## src/rtl/skullfet_tester_pkg.sv

```systemverilog
// rtl/skullfet_tester_pkg.sv - shared types, mode encoding and expected-value function for the SkullFET cell tester
package skullfet_tester_pkg;

    typedef enum logic [2:0] {
        ST_IDLE,
        ST_DRIVE,
        ST_WAIT,
        ST_SAMPLE,
        ST_DONE
    } state_e;

    localparam logic MODE_INV  = 1'b0;
    localparam logic MODE_NAND = 1'b1;

    localparam int VEC_PER_SWEEP = 4;

    function automatic logic exp_y(input logic mode, input logic a, input logic b);
        return (mode == MODE_NAND) ? ~(a & b) : ~a;
    endfunction

endpackage

```

## src/rtl/skullfet_sync2.sv

```systemverilog
// rtl/skullfet_sync2.sv - two-flop synchronizer for one cell output, async active-low reset
module skullfet_sync2 (
    input  logic clk_i,
    input  logic rst_ni,
    input  logic d_i,
    output logic q_o
);

    logic meta_q;
    logic sync_q;

    always_ff @(posedge clk_i or negedge rst_ni) begin
        if (!rst_ni) begin
            meta_q <= 1'b0;
            sync_q <= 1'b0;
        end else begin
            meta_q <= d_i;
            sync_q <= meta_q;
        end
    end

    assign q_o = sync_q;

endmodule

```

## src/rtl/skullfet_cell_tester.sv

```systemverilog
// rtl/skullfet_cell_tester.sv - exhaustive 2-input sweep tester for SkullFET cells; SKULLFET_TESTER_SYNC_EN adds a 2-flop input synchronizer
module skullfet_cell_tester
    import skullfet_tester_pkg::*;
#(
    parameter int CHANNELS = 4,
    parameter int CNT_W    = 16,
    parameter int SETTLE   = 2,
    parameter int LOOPS    = 1
) (
    input  logic                wb_clk_i,
    input  logic                wb_rst_n,
    input  logic                start,
    input  logic                abort,
    input  logic [CHANNELS-1:0] mode,
    output logic [CHANNELS-1:0] cell_a,
    output logic [CHANNELS-1:0] cell_b,
    input  logic [CHANNELS-1:0] cell_y,
    output logic                busy,
    output logic                done,
    output logic                pass,
    output logic [CHANNELS-1:0] fail_mask,
    output logic [CNT_W-1:0]    err_cnt,
    output logic [CNT_W-1:0]    vec_cnt
);

`ifdef SKULLFET_TESTER_SYNC_EN
    localparam int W = SETTLE + 2;
`else
    localparam int W = SETTLE;
`endif
    localparam int NVEC   = VEC_PER_SWEEP * LOOPS;
    localparam int WAIT_W = (W > 1) ? $clog2(W + 1) : 1;
    localparam int SMP_W  = $clog2(NVEC + 1);
    localparam int POP_W  = $clog2(CHANNELS + 1);
    localparam int SUM_W  = CNT_W + POP_W;
    localparam logic [CNT_W-1:0] CNT_MAX = '1;

    state_e               state_q;
    logic [WAIT_W-1:0]    wait_q;
    logic [SMP_W-1:0]     smp_q;
    logic [1:0]           v_q;
    logic                 busy_q, done_q, pass_q;
    logic [CHANNELS-1:0]  cell_a_q, cell_b_q, fail_mask_q;
    logic [CNT_W-1:0]     err_cnt_q, vec_cnt_q;

    logic [CHANNELS-1:0]  y_smp;

`ifdef SKULLFET_TESTER_SYNC_EN
    for (genvar i = 0; i < CHANNELS; i++) begin : g_sync
        skullfet_sync2 u_sync (
            .clk_i  (wb_clk_i),
            .rst_ni (wb_rst_n),
            .d_i    (cell_y[i]),
            .q_o    (y_smp[i])
        );
    end
`else
    logic [CHANNELS-1:0] y_q;

    always_ff @(posedge wb_clk_i or negedge wb_rst_n) begin
        if (!wb_rst_n) begin
            y_q <= '0;
        end else begin
            y_q <= cell_y;
        end
    end

    assign y_smp = y_q;
`endif

    logic [CHANNELS-1:0]  exp_vec, mismatch, fail_d;
    logic [POP_W-1:0]     pop;
    logic [SUM_W-1:0]     err_sum;
    logic [CNT_W-1:0]     err_d, vec_d;
    logic [1:0]           v_next;

    always_comb begin
        exp_vec = '0;
        for (int i = 0; i < CHANNELS; i++) begin
            exp_vec[i] = exp_y(mode[i], cell_a_q[i], cell_b_q[i]);
        end
        mismatch = exp_vec ^ y_smp;
        pop = '0;
        for (int i = 0; i < CHANNELS; i++) begin
            pop = pop + POP_W'(mismatch[i]);
        end
        fail_d  = fail_mask_q | mismatch;
        err_sum = SUM_W'(err_cnt_q) + SUM_W'(pop);
        err_d   = (err_sum > SUM_W'(CNT_MAX)) ? CNT_MAX : err_sum[CNT_W-1:0];
        vec_d   = (vec_cnt_q == CNT_MAX) ? vec_cnt_q : vec_cnt_q + CNT_W'(1);
        v_next  = v_q + 2'd1;
    end

    // Abort is checked ahead of the state case so it overrides a SAMPLE update on the same edge.
    always_ff @(posedge wb_clk_i or negedge wb_rst_n) begin
        if (!wb_rst_n) begin
            state_q     <= ST_IDLE;
            wait_q      <= '0;
            smp_q       <= '0;
            v_q         <= '0;
            busy_q      <= 1'b0;
            done_q      <= 1'b0;
            pass_q      <= 1'b0;
            cell_a_q    <= '0;
            cell_b_q    <= '0;
            fail_mask_q <= '0;
            err_cnt_q   <= '0;
            vec_cnt_q   <= '0;
        end else if (abort && (state_q == ST_DRIVE || state_q == ST_WAIT || state_q == ST_SAMPLE)) begin
            state_q  <= ST_IDLE;
            busy_q   <= 1'b0;
            done_q   <= 1'b0;
            pass_q   <= 1'b0;
            cell_a_q <= '0;
            cell_b_q <= '0;
        end else begin
            case (state_q)
                ST_IDLE, ST_DONE: begin
                    if (start && !abort) begin
                        fail_mask_q <= '0;
                        err_cnt_q   <= '0;
                        vec_cnt_q   <= '0;
                        done_q      <= 1'b0;
                        pass_q      <= 1'b0;
                        busy_q      <= 1'b1;
                        v_q         <= 2'd0;
                        smp_q       <= '0;
                        cell_a_q    <= '0;
                        cell_b_q    <= '0;
                        state_q     <= ST_DRIVE;
                    end
                end
                ST_DRIVE: begin
                    wait_q  <= WAIT_W'(W - 1);
                    state_q <= ST_WAIT;
                end
                ST_WAIT: begin
                    if (wait_q == '0) begin
                        state_q <= ST_SAMPLE;
                    end else begin
                        wait_q <= wait_q - WAIT_W'(1);
                    end
                end
                ST_SAMPLE: begin
                    fail_mask_q <= fail_d;
                    err_cnt_q   <= err_d;
                    vec_cnt_q   <= vec_d;
                    if (smp_q == SMP_W'(NVEC - 1)) begin
                        state_q  <= ST_DONE;
                        busy_q   <= 1'b0;
                        done_q   <= 1'b1;
                        pass_q   <= ~|fail_d;
                        cell_a_q <= '0;
                        cell_b_q <= '0;
                    end else begin
                        smp_q    <= smp_q + SMP_W'(1);
                        v_q      <= v_next;
                        cell_a_q <= {CHANNELS{v_next[1]}};
                        cell_b_q <= {CHANNELS{v_next[0]}};
                        state_q  <= ST_DRIVE;
                    end
                end
                default: state_q <= ST_IDLE;
            endcase
        end
    end

    assign cell_a    = cell_a_q;
    assign cell_b    = cell_b_q;
    assign busy      = busy_q;
    assign done      = done_q;
    assign pass      = pass_q;
    assign fail_mask = fail_mask_q;
    assign err_cnt   = err_cnt_q;
    assign vec_cnt   = vec_cnt_q;

endmodule

```

## config.mk

```make
export PLATFORM = sky130hd
export DESIGN_NAME = skullfet_cell_tester
export DESIGN_NICKNAME = d
export VERILOG_FILES = /design/src/rtl/skullfet_tester_pkg.sv /design/src/rtl/skullfet_sync2.sv /design/src/rtl/skullfet_cell_tester.sv
export SDC_FILE = /design/constraint.sdc
export NUM_CORES = 1
export LEC_CHECK = 0
export ABC_AREA = 1
export CORE_ASPECT_RATIO = 1.5
export CORE_MARGIN = 2
export CORE_UTILIZATION = 55
export CTS_BUF_LIST = sky130_fd_sc_hd__clkbuf_4
export CTS_CLUSTER_SIZE = 10
export DETAILED_ROUTE_END_ITERATION = 7
export PLACE_DENSITY_LB_ADDON = 0.2
export SETUP_SLACK_MARGIN = 0.5
export SLEW_MARGIN = 20
export SYNTH_ARGS = -nofsm -noshare
export SYNTH_HDL_FRONTEND = slang
export SYNTH_SLANG_ARGS = --single-unit
```

## constraint.sdc

```tcl
create_clock -name wb_clk_i -period 3.6 [get_ports wb_clk_i]
set_input_delay 0.72 -clock wb_clk_i [delete_from_list [all_inputs] [get_ports wb_clk_i]]
set_output_delay 0.72 -clock wb_clk_i [all_outputs]
set_load 0.01 [all_outputs]
```

==> Yosys cells after proc, flatten, opt, wreduce, memory -nomap -nowiden <==
Index checks and enable logic that the tools add are counted.
{ "totals": {"register_bits": 61, "in_bits": 12, "word_cells": 111} }
{ "op_classes": {"n_mux": 41, "addsub": 8, "n_reduce_logical": 20, "n_bitwise": 15, "n_eq_ne": 13, "order_cmp": 1} }
{ "ops": {"columns": ["operator", "count"], "rows": [
  ["$pmux W16 S2", 2],
  ["$mux W16", 3],
  ["$pmux W4 S2", 3],
  ["$mux W4", 5],
  ["$mux W3", 6],
  ["$add A16 B3 Y17", 1],
  ["$gt A17 B16 Y1 const B", 1],
  ["$add A16 B1 Y16 const B", 1],
  ["$eq A16 B16 Y1 const B", 1],
  ["$mux W1", 12],
  ["$pmux W3 S4", 1],
  ["$eq A3 B2 Y1 const B", 3],
  ["$not A1 Y1", 9],
  ["$reduce_and A3 Y1", 3],
  ["$ne A2 B2 Y1 const B", 4],
  ["$pmux W2 S2", 2],
  ["$reduce_and A4 Y1", 2],
  ["$mux W2", 3],
  ["$ne A3 B1 Y1 const B", 2],
  ["$pmux W1 S2", 3],
  ["$pmux W3 S2", 1],
  ["$and A1 B1 Y1", 4],
  ["$or A4 B4 Y4", 1],
  ["$reduce_and A2 Y1", 2],
  ["19 further kinds", 23]
]} }

==> Logic depth before layout (Yosys ltp) <==
Gate-level depths: netlist of run 1.
{ "logic_depth": {"depth_word": 11, "depth_mapped": 19} }

==> Worst setup path before layout of run 1 <==
OpenSTA, ideal clock, no wires.
{ "synth_path": {"path_type": "input to register", "start": "input mode[2]", "end": "register err_cnt_q[14], in the netlist err_cnt[14]", "path_slack_ns": 0.596, "path_buffers": 0, "stages": 17, "arrival_time_ns": 2.887, "setup_time_ns": 0.117, "cell_sequence": "nand2_1 -> nand3_1 -> nand2_1 -> inv_1 -> fa_1 -> fa_1 -> inv_1 -> fa_1 -> nand3_1 -> inv_1 -> nand2_1 -> nor2_1 -> nand3_1 -> nand2_1 -> nand2_1 -> nand2_1 -> nand2_1"} }
{ "synth_via": {"elab_chain_len": 8} }
{ "synth_rtl": {"columns": ["item", "line", "rtl"], "rows": [
  ["start: declaration", "skullfet_cell_tester.sv:14", "input logic [CHANNELS-1:0] mode,"],
  ["$mux W1 *", "skullfet_tester_pkg.sv:18", "return (mode == MODE_NAND) ? ~(a & b) : ~a;"],
  ["$xor A4 B4 Y4 *", "skullfet_cell_tester.sv:82", "mismatch = exp_vec ^ y_smp;"],
  ["$add A2 B1 Y3 *", "skullfet_cell_tester.sv:85", "pop = pop + POP_W'(mismatch[i]);"],
  ["$add A3 B1 Y3 *", "skullfet_cell_tester.sv:85", null],
  ["$add A16 B3 Y17 *", "skullfet_cell_tester.sv:88", "err_sum = SUM_W'(err_cnt_q) + SUM_W'(pop);"],
  ["$gt A17 B16 Y1", "skullfet_cell_tester.sv:89", "err_d = (err_sum > SUM_W'(CNT_MAX)) ? CNT_MAX : err_sum[CNT_W-1:0];"],
  ["$mux W16 *", "skullfet_cell_tester.sv:89", null],
  ["$pmux W16 S2 *", "skullfet_cell_tester.sv:117", "case (state_q)"],
  ["end signal: assignment", "skullfet_cell_tester.sv:146", "err_cnt_q <= err_d;"],
  ["end: declaration", "skullfet_cell_tester.sv:44", "logic [CNT_W-1:0] err_cnt_q, vec_cnt_q;"]
]} }
Every way passes the cells marked *; elsewhere a longest branch is shown, timed or not.
A chain may end at the register's enable or synchronous reset.

==> Worst setup path in the final report of run 1 <==
{ "layout_path": {"start": "register cell_a_q[2], in the netlist cell_a[2]", "end": "register err_cnt_q[10], in the netlist err_cnt[10]"} }
{ "layout_via": {"elab_chain_len": 10, "elab_cells_between_ends": 11, "classes_between": "3 x add/sub; 1 x order compare; 3 x mux; 4 x bitwise"} }
{ "layout_rtl": {"columns": ["item", "line", "rtl"], "rows": [
  ["start: declaration", "skullfet_cell_tester.sv:43", "logic [CHANNELS-1:0] cell_a_q, cell_b_q, fail_mask_q;"],
  ["start signal: assignment", "skullfet_cell_tester.sv:158", "cell_a_q <= {CHANNELS{v_next[1]}};"],
  ["$and A1 B1 Y1", "skullfet_tester_pkg.sv:18", null],
  ["$not A1 Y1", "skullfet_tester_pkg.sv:18", null],
  ["$mux W1 *", "skullfet_tester_pkg.sv:18", null],
  ["$xor A4 B4 Y4 *", "skullfet_cell_tester.sv:82", null],
  ["$add A2 B1 Y3 *", "skullfet_cell_tester.sv:85", null],
  ["$add A3 B1 Y3 *", "skullfet_cell_tester.sv:85", null],
  ["$add A16 B3 Y17 *", "skullfet_cell_tester.sv:88", null],
  ["$gt A17 B16 Y1", "skullfet_cell_tester.sv:89", null],
  ["$mux W16 *", "skullfet_cell_tester.sv:89", null],
  ["$pmux W16 S2 *", "skullfet_cell_tester.sv:117", null]
]} }
Marks and branches as above.

==> run_results.csv, run 1 <==
group,metric,value,unit
logic_synthesis,ys_types,28,
sta,worst_case_clock_skew,0.01524,ns
routing,drt.antenna.violating_nets,0,
routing,post_drt_via_cell_ratio,5.334,
worst_setup_path,cp-end-kind,"flip-flop",
clock_network,cts_made_buffers,5,
logic_synthesis,synthesis.area,3318,sq um
grt,largest_net_degree_at_the_start_of_global_routing,29,
placement,dp_hpwl,5793,um
routing,drt_pass1_iterations,5,
sta,min_period,2.945,ns
clock_network,cts.reportedPaths.clkPinSlew,0.17,ns
final_layout,num_antenna_cells,0,
min_path,worst_hold_path_type,"primary input to async pin",
routing,detail_route.iter0.violations,133,
sta,report.final.setup_viol,0,
logic_synthesis,synthesis.yosys.warnings,0,
placement,gp_congestion,0.9022,
logic_synthesis,yosysSeqAreaShare,41.48,%
routing,wl,7743,um
worst_setup_path,crit_fanout,13,
grt,grt_antenna_before_repair,0,
worst_setup_path,timing.critical_path.required,3.91,ns
floorplanning,initial_core_util,56.93,%
grt,first_global_vias,3020,
logic_synthesis,synthesis.area_per_instance,7.075,sq um
worst_setup_path,crit_family,"adder cells",
worst_setup_path,cp_data_arrival_time,3.26,ns
job,cap_violations,0,
power_and_ir_drop,pwr_density_cell,453.8,nW/um^2
grt,grt_pass1_wl,12970,um
sta,maxSlewHeadroom,57.29,%
worst_setup_path,rr_startpoint,"cell_a[2]",
worst_setup_path,max_stage_delay,0.61,ns
logic_synthesis,post_syn_instances,469,
power_and_ir_drop,report.power.total,1.842,mW
sta,worst_pin_slew,0.6406,ns
floorplanning,fp.dieArea,6683,sq um
worst_setup_path,crit_start,"cell_a[2]",
logic_synthesis,synth.ff_latch_count,55,
clock_network,tritoncts_clock_tree,"built",
clock_network,clk_path_buf_depth,2,
worst_setup_path,regToRegEndpoint,"err_cnt[10]",
sta,fmax_achieved,0.3395,GHz
worst_setup_path,ff2ff_setup_slack,0.65,ns
clock_network,cts_num_sinks,55,
floorplanning,die_w,67.42,um
power_and_ir_drop,total_leakage_power,1.964,nW
sta,drv_slew,0,
placement,numPortBuffers,58,
sta,final-hold-violation-count,0,
clock_network,clk_latency,0.38,ns
worst_setup_path,start_kind,"flip-flop",
sta,setup_repair_after_global_routing_missed_its_margin,"no",
worst_setup_path,reg2reg_path_depth,15,
floorplanning,die-height,99.13,um
clock_network,clock_tree.htree_level_count,2,
floorplanning,placementRows,34,
grt,globalRoute.totalOverflow,0,
routing,num_vias,3211,
final_layout,fraction_of_final_layout_cells_with_drive_strength_greater_than_1,7.547,%
logic_synthesis,postSynthNetCount,489,
worst_setup_path,critical_path.cell_chain,"nand3_1 -> nand2_2 -> inv_2 -> fa_1 -> fa_2 -> inv_2 -> fa_2 -> nand3_2 -> inv_2 -> buf_4 -> nand4_1 -> buf_6 -> nand3_1 -> nand2_1 -> o21ai_0",
outcome,outcome,"finished, final reports clean",
worst_setup_path,critPathMostFrequentCell,"inv_2",
final_layout,final_net_count,549,
floorplanning,core_region_area,5828,sq um
worst_setup_path,cp_num_buf_inv,5,
clock_network,cts_root_buffer,"clkbuf_4",
routing,drt_wl_cell,12.86,um
worst_setup_path,crit_path_end,"err_cnt[10]",
routing,post-route-drc-count,0,
final_layout,area_delta_synth_final,22.36,%
sta,setup-tns-final,0,ns
worst_setup_path,critical_path_class,"flip-flop to flip-flop",
grt,grt_usage,24.70,%
power_and_ir_drop,irDropWorstVdd,361.6,uV
sta,final_min_period_over_clock_period,81.82,%
floorplanning,top_level_ports,59,
worst_setup_path,slowest_stage,"dfrtp_1",
worst_setup_path,cp_num_cells,15,
[registers in the layout (all words and copies together) (netlist names)]
register   count
state_q        3
cell_b         1
done           1
busy           1
y_q            4
smp_q          3
wait_q         2
fail_mask      4
cell_a         1
v_q            2
pass           1
vec_cnt       16
err_cnt       16
[cell usage after synthesis (all sizes together)]
cell type    n  area (sq um)
nand2      179         674.4
nor2        58         237.7
dfrtp       55          1376
inv         51         191.4
nand3       31         160.1
o21ai       24         120.1
buf         14         102.6
nand4       11         68.82
xor2         9         78.83
ha           5         62.56
a21oi        4         20.02
nand3b       4         30.03
nor3         4         20.02
o21bai       4         30.03
a31oi        3         18.77
fa           3         60.06
o22ai        3         18.77
clkbuf       2         7.510
xnor2        2         17.52
a21o         1         7.510
o211ai       1         7.510
o21a         1         7.510
[logic make-up after synthesis]
kind of cell	Yosys count	share of synthesized area [%]
XOR/XNOR	11	2.904
flip-flops	55	41.48
AND/OR/NAND/NOR	287	35.90
adder cells (fa/ha/maj)	8	3.695
AO/OA/AOI/OAI	41	6.939
buffers and inverters	67	9.088
[worst min path at each step]
stage	cells past startpoint	end	slack [ns]
after detailed placement	2	busy	0.47
after floorplan	0	busy	0.42
after global placement	2	done	0.46
after global routing	1	err_cnt[14]	0.36
after CTS	1	err_cnt[14]	0.34
final	1	y_q[1]	0.34
[power by group]
group,internal (mW),total (mW),switching (mW)
Clock,0.0772,0.278,0.201
Combinational,0.317,0.764,0.447
Sequential,0.709,0.800,0.0914
[cell type report]
cell class / instances / area (sq um)
multi-input cells: 347 / 1679
fillers: 517 / 1768
clock buffers: 5 / 37.54
clock inverters: 3 / 18.77
inverters: 51 / 191.4
well taps: 72 / 90.09
flip-flops and latches: 55 / 1376
repair buffers: 69 / 666.9
[stage by stage]
stage                     setup WS, ns  hold WS (ns)  utilization, %  cells  area, sq um
after floorplan                 0.5960        0.4244               -    469         3318
after global placement         0.06746        0.4565           67.50    591         3934
after detailed placement      -0.06516        0.4665           67.50    591         3934
after CTS                       0.5061        0.3434           68.59    599         3998
after global routing            0.5014        0.3598           69.67    602         4060
final                           0.6546        0.3356           69.67    602         4060
[worst register-to-register path: cells and delay by family, from the launching register on]
family | cells | cell delay (ns)
and+or+nand+nor | 6 | 0.63
buffers and inverters | 5 | 0.47
adders and majority gates | 3 | 1.09
DFF | 1 | 0.61
AOI/OAI and AO/OA | 1 | 0.09
[metal layers]
metal  vias up  part of all wire [%]  wire length, um  GRT usage, %
li1       1597                     -                -             -
met1      1527                    39             3036         27.91
met2        76                    56             4338         45.62
met3        11                   3.0              233         2.941
met4         0                   1.7              135         9.733
met5         -                     0                0             0
[cells in the final DEF, fill, tap and decap left out, drive strengths merged, types with 5 or more instances in the layout]
| cell | Yosys | routed |
|---|---|---|
| buf | 14 | 12 |
| clkbuf | 2 | 5 |
| clkdlybuf4s50 | 0 | 55 |
| dfrtp | 55 | 55 |
| ha | 5 | 5 |
| inv | 51 | 52 |
| nand2 | 179 | 179 |
| nand3 | 31 | 31 |
| nand4 | 11 | 11 |
| nor2 | 58 | 58 |
| o21ai | 24 | 24 |
| xor2 | 9 | 9 |
[timing repair]
| item | CTS | global route |
|---|---|---|
| pin swaps | 7 | 8 |
| gates resized for setup | 5 | 17 |
| setup buffers | 0 | 3 |
| endpoints found under the setup margin | 7 | 11 |
| hold buffers | 0 | 0 |
Power figures use the tool's default switching activity.
==> run 2, diff against run 1 <==
--- a/config.mk
+++ b/config.mk
@@ -8,7 +8,7 @@
 export ABC_AREA = 1
 export CORE_ASPECT_RATIO = 1.5
 export CORE_MARGIN = 2
-export CORE_UTILIZATION = 55
+export CORE_UTILIZATION = 49
 export CTS_BUF_LIST = sky130_fd_sc_hd__clkbuf_4
 export CTS_CLUSTER_SIZE = 10
 export DETAILED_ROUTE_END_ITERATION = 7
==> constraint.sdc (replaced) <==
create_clock -name wb_clk_i -period 2.7 [get_ports wb_clk_i]
set_input_delay 0.54 -clock wb_clk_i [delete_from_list [all_inputs] [get_ports wb_clk_i]]
set_output_delay 0.54 -clock wb_clk_i [all_outputs]
set_load 0.01 [all_outputs]
==> run_results.csv, run 2 (synthesis gave the netlist of run 1 again) <==
group,metric,value,unit
sta,drv_slew,0,
worst_setup_path,cp_num_buf_inv,4,
worst_setup_path,timing.critical_path.required,3.03,ns
worst_setup_path,ff2ff_setup_slack,0.0007,ns
job,cap_violations,0,
routing,detail_route.iter0.violations,116,
worst_setup_path,crit_start,"cell_b[2]",
worst_setup_path,cp-end-kind,"flip-flop",
final_layout,layout_commonest_cell,"nand2_1",
final_layout,area_delta_synth_final,29.03,%
clock_network,cts.reportedPaths.clkPinSlew,0.17,ns
outcome,outcome,"finished, final reports clean",
worst_setup_path,rr_startpoint,"cell_b[2]",
floorplanning,die-height,104.8,um
clock_network,tritoncts_clock_tree,"built",
clock_network,clk_path_buf_depth,2,
power_and_ir_drop,pwr_density_cell,603.5,nW/um^2
clock_network,cts_made_buffers,5,
clock_network,cts_hold_buffers,0,
sta,fmax_achieved,0.3705,GHz
sta,final-hold-violation-count,0,
grt,grt_usage,22.24,%
power_and_ir_drop,power_switching,1.034,mW
clock_network,clk_latency,0.38,ns
worst_setup_path,cp_data_arrival_time,3.03,ns
clock_network,cts_root_buffer,"clkbuf_4",
sta,setup_repair_after_global_routing_missed_its_margin,"yes",
sta,maxSlewHeadroom,52.27,%
clock_network,clock_tree.htree_level_count,2,
worst_setup_path,crit_family,"adder cells",
placement,numPortBuffers,58,
power_and_ir_drop,total_leakage_power,2.074,nW
worst_setup_path,slowest_stage,"fa_1",
worst_setup_path,cp_num_cells,15,
final_layout,final_net_count,573,
grt,grt_antenna_before_repair,0,
floorplanning,top_level_ports,59,
sta,worst_case_clock_skew,0.01102,ns
sta,worst_pin_slew,0.7160,ns
power_and_ir_drop,power_frac_clock,14.8,%
routing,wl,8057,um
clock_network,cts_num_sinks,55,
routing,drt_pass1_iterations,5,
placement,dp_hpwl,5890,um
worst_setup_path,crit_path_end,"err_cnt[7]",
worst_setup_path,max_stage_delay,0.47,ns
final_layout,ff_latch_area,1378,sq um
worst_setup_path,reg2reg_path_depth,15,
final_layout,final_cell_mix,"166 x nand2_1, 55 x clkdlybuf4s50_1, 54 x dfrtp_1",
final_layout,fraction_of_final_layout_cells_with_drive_strength_greater_than_1,13.36,%
routing,num_vias,3271,
grt,globalRoute.totalOverflow,0,
power_and_ir_drop,report.power.total,2.584,mW
worst_setup_path,critical_path.cell_chain,"inv_2 -> nand2_2 -> nand3b_1 -> nand2_2 -> fa_1 -> fa_2 -> inv_2 -> fa_2 -> nand3_2 -> inv_2 -> nand4_1 -> buf_6 -> nand2_2 -> nand2_1 -> nand2_1",
routing,drt.antenna.violating_nets,0,
floorplanning,die_w,71.19,um
floorplanning,placementRows,36,
floorplanning,initial_core_util,50.80,%
final_layout,multiInputGateArea,1717,sq um
worst_setup_path,regToRegEndpoint,"err_cnt[7]",
worst_setup_path,start_kind,"flip-flop",
final_layout,final_area,4282,sq um
routing,post_drt_via_cell_ratio,5.192,
worst_setup_path,crit_fanout,6,
power_and_ir_drop,proportion_of_power_drawn_by_flip_flops_and_latches,41.2,%
worst_setup_path,critical_path_class,"flip-flop to flip-flop",
placement,placedInstanceArea,4031,sq um
placement,gp_congestion,0.9022,
sta,report.final.setup_viol,0,
power_and_ir_drop,irDropWorstVdd,465.7,uV
power_and_ir_drop,p_comb_share,44.0,%
power_and_ir_drop,cellInternalPower,1.550,mW
final_layout,num_antenna_cells,0,
floorplanning,fp.dieArea,7460,sq um
grt,first_global_vias,3238,
grt,largest_net_degree_at_the_start_of_global_routing,33,
final_layout,post-route-util,65.56,%
routing,drt_wl_cell,12.79,um
power_and_ir_drop,switching_part_of_the_total_power,40.03,%
routing,post-route-drc-count,0,
sta,final_min_period_over_clock_period,99.98,%
grt,grt_pass1_wl,13700,um
min_path,worst_hold_path_type,"primary input to async pin",
floorplanning,core_region_area,6531,sq um
sta,setup-tns-final,0,ns
final_layout,layout_fillers,565,
sta,min_period,2.699,ns
==> run 2: cell count changes in the layout (fill, tap and decap cells not counted), moves of 2 or more <==
cell / change
buf_4: +23
dlygate4sd2_1: +2
dlymetal6s2s_1: -2
nand2_1: -8
nand2_2: +7
o21ai_0: -3
o21ai_1: +3
==> run 2: power groups by stage <==
stage | clock (mW) | combinational, mW | sequential [mW]
after floorplan | 0 | 0.680 | 1.08
after global placement | 0 | 1.03 | 1.07
after detailed placement | 0 | 1.05 | 1.08
final | 0.382 | 1.14 | 1.06
after CTS | 0.392 | 1.10 | 1.06
after global routing | 0.418 | 1.27 | 1.08
==> run 2: how the worst min path moves through the flow <==
| stage | start | to | slack, ns | cells past startpoint |
|---|---|---|---|---|
| 3_3_place_gp | done | done | 0.46 | 2 |
| 3_5_place_dp | done | done | 0.46 | 2 |
| 6_report | wb_rst_n | y_q[3] | 0.19 | 1 |
| 2_1_floorplan | wb_rst_n | busy | 0.24 | 0 |
| 5_1_grt | wb_rst_n | y_q[3] | 0.22 | 1 |
| 4_1_cts | wb_rst_n | v_q[0] | 0.20 | 1 |
==> run 2: per-stage QoR <==
| step | hold WS [ns] | setup WS [ns] | std cells |
|---|---|---|---|
| floorplan | 0.2444 | 0.06396 | 469 |
| global placement | 0.4587 | -0.4571 | 603 |
| detailed placement | 0.4580 | -0.5072 | 603 |
| CTS | 0.1957 | -0.006198 | 628 |
| global route | 0.2223 | -0.1776 | 630 |
| finish | 0.1881 | 0.0006548 | 630 |
==> run 2: routing by layer <==
| layer | routed length, um | GRT usage [%] | part of all wire (%) | vias to the layer above |
|---|---|---|---|---|
| met4 | 116 | 9.030 | 1.4 | 0 |
| met1 | 3467 | 25.67 | 43 | 1547 |
| met3 | 234 | 2.604 | 2.9 | 11 |
| met2 | 4238 | 40.54 | 53 | 79 |
| met5 | 0 | 0 | 0 | - |
| li1 | - | - | - | 1634 |
==> run 2: final cells by class <==
| type | count | area share (%) |
|---|---|---|
| Sequential cell | 55 | 32.17 |
| Multi-Input combinational cell | 347 | 40.09 |
| Inverter | 51 | 4.471 |
| Clock buffer | 6 | 1.052 |
| Timing Repair Buffer | 93 | 19.70 |
| Clock inverter | 2 | 0.2922 |
| Tap cell | 76 | 2.221 |
==> run 2: timing repair <==
action                                  in CTS  in global routing
buffers inserted                            17                  2
endpoints found under the hold margin        0                  0
resized for setup                            7                 14
pin swaps                                   13                 13
endpoints found under the setup margin      16                 24
==> run 3, diff against run 2 <==
--- a/config.mk
+++ b/config.mk
@@ -6,7 +6,6 @@
 export NUM_CORES = 1
 export LEC_CHECK = 0
 export ABC_AREA = 1
-export CORE_ASPECT_RATIO = 1.5
 export CORE_MARGIN = 2
 export CORE_UTILIZATION = 49
 export CTS_BUF_LIST = sky130_fd_sc_hd__clkbuf_4
==> run_results.csv, run 3 (synthesis gave the netlist of run 1 again) <==
group,metric,value,unit
outcome,outcome,"finished, violations left",
outcome,violations,"setup timing",
job,cap_violations,0,
clock_network,clk_latency,0.37,ns
sta,worst_pin_slew,0.6508,ns
grt,grt_usage,22.18,%
clock_network,cts_num_sinks,55,
placement,post_placement_setup_slack,-0.5229,ns
final_layout,num_antenna_cells,0,
grt,globalRoute.totalOverflow,0,
worst_setup_path,rr_startpoint,"cell_b[2]",
sta,setup_repair_after_global_routing_missed_its_margin,"yes",
grt,largest_net_degree_at_the_start_of_global_routing,29,
worst_setup_path,crit_fanout,4,
sta,final_min_period_over_clock_period,101.4,%
sta,fmax_achieved,0.3652,GHz
min_path,worst_hold_path_type,"primary input to async pin",
clock_network,cts_hold_buffers,0,
placement,gp_congestion,0.8714,
power_and_ir_drop,pwr_density_cell,609.8,nW/um^2
clock_network,cts_made_buffers,5,
worst_setup_path,reg2reg_path_depth,18,
worst_setup_path,start_kind,"flip-flop",
routing,drt_pass1_iterations,4,
floorplanning,placementRows,29,
floorplanning,core_region_area,6459,sq um
final_layout,layout_fillers,576,
sta,worst_case_clock_skew,0.007198,ns
final_layout,final_net_count,566,
power_and_ir_drop,total_leakage_power,2.044,nW
worst_setup_path,regToRegEndpoint,"err_cnt[15]",
worst_setup_path,critPathMostFrequentCell,"nand2_1",
routing,post_drt_via_cell_ratio,5.054,
placement,placedInstanceArea,4060,sq um
routing,wl,7826,um
sta,min_period,2.738,ns
sta,drv_slew,0,
clock_network,tritoncts_clock_tree,"built",
grt,first_global_vias,2963,
floorplanning,initial_core_util,51.38,%
clock_network,clk_path_buf_depth,2,
grt,grt_antenna_before_repair,0,
worst_setup_path,critical_path.cell_chain,"inv_2 -> nand2_2 -> nand2_1 -> nand2_1 -> nand2_2 -> inv_2 -> fa_1 -> fa_2 -> inv_2 -> fa_2 -> nand3_2 -> inv_2 -> nand2_4 -> nor2_4 -> nand4_1 -> nand2_1 -> nand2_1 -> nand2_1",
worst_setup_path,cp_data_arrival_time,3.06,ns
clock_network,cts.reportedPaths.clkPinSlew,0.16,ns
final_layout,layout_commonest_cell,"nand2_1",
sta,maxSlewHeadroom,56.61,%
worst_setup_path,crit_family,"adder cells",
final_layout,area_delta_synth_final,27.56,%
grt,grt_pass1_wl,13470,um
worst_setup_path,timing.critical_path.required,3.02,ns
routing,num_vias,3154,
clock_network,clock_tree.htree_level_count,2,
placement,dp_hpwl,5764,um
worst_setup_path,cp_num_buf_inv,4,
floorplanning,top_level_ports,59,
worst_setup_path,max_stage_delay,0.45,ns
floorplanning,die-height,86.29,um
routing,drt.antenna.violating_nets,0,
worst_setup_path,slowest_stage,"fa_1",
sta,final-hold-violation-count,0,
final_layout,fraction_of_final_layout_cells_with_drive_strength_greater_than_1,12.25,%
sta,report.final.setup_viol,3,
worst_setup_path,crit_start,"cell_b[2]",
floorplanning,die_w,86.29,um
routing,post-route-drc-count,0,
routing,drt_wl_cell,12.54,um
routing,detail_route.iter0.violations,178,
placement,numPortBuffers,58,
power_and_ir_drop,irDropWorstVdd,383.4,uV
worst_setup_path,cp-end-kind,"flip-flop",
clock_network,cts_root_buffer,"clkbuf_4",
final_layout,final_area,4233,sq um
worst_setup_path,ff2ff_setup_slack,-0.04,ns
worst_setup_path,critical_path_class,"flip-flop to flip-flop",
floorplanning,fp.dieArea,7446,sq um
sta,timing.final.ws_setup,-0.03819,ns
final_layout,final_cell_mix,"164 x nand2_1, 55 x clkdlybuf4s50_1, 54 x dfrtp_1",
-- run 3: stage by stage --
stage                     power [mW]  hold WS (ns)  setup TNS [ns]  util (%)  instances
final                          2.581        0.1612        -0.06508     65.54        624
after global routing           2.763        0.2083          -2.258     65.54        624
after CTS                      2.573        0.1793        -0.08734     64.70        620
after detailed placement       2.144        0.4628          -7.319     62.86        606
after global placement         2.103        0.4648          -6.556     62.86        606
after floorplan                1.760        0.2444               0         -        469
-- run 3: power by group --
part	switching, mW	internal (mW)
Sequential	0.117	0.946
Clock	0.265	0.0964
Combinational	0.647	0.510
-- run 3: worst max-delay path by stage --
stage,cells after the start,slack [ns],to
CTS,18,-0.03,err_cnt[13]
finish,18,-0.04,err_cnt[15]
global route,18,-0.24,err_cnt[15]
floorplan,17,0.06,err_cnt[14]
detailed placement,19,-0.52,err_cnt[14]
global placement,19,-0.46,err_cnt[14]
-- run 3: cell type report --
class	count	area [sq um]	area share [%]
inverters	51	191.4	4.523
multi-input cells	347	1715	40.53
clock buffers	5	37.54	0.8868
flip-flops and latches	55	1378	32.55
clock inverters	3	15.01	0.3547
well taps	77	96.34	2.276
repair buffers	86	799.5	18.89
-- run 3: repair_timing --
action / in CTS / in global routing
endpoints found under the setup margin: 16 / 20
setup buffers: 6 / 4
gates resized for setup: 12 / 9
cloned: 0 / 0
pin swaps: 17 / 15
-- run 3: layer usage --
layer | wire [um] | vias to the layer above | GRT usage [%] | part of all wire (%)
li1 | - | 1623 | - | -
met1 | 3671 | 1456 | 30.96 | 47
met2 | 3808 | 73 | 36.86 | 49
met3 | 311 | 2 | 3.429 | 4.0
met4 | 34 | 0 | 4.688 | 0.43
met5 | 0 | - | 0 | 0
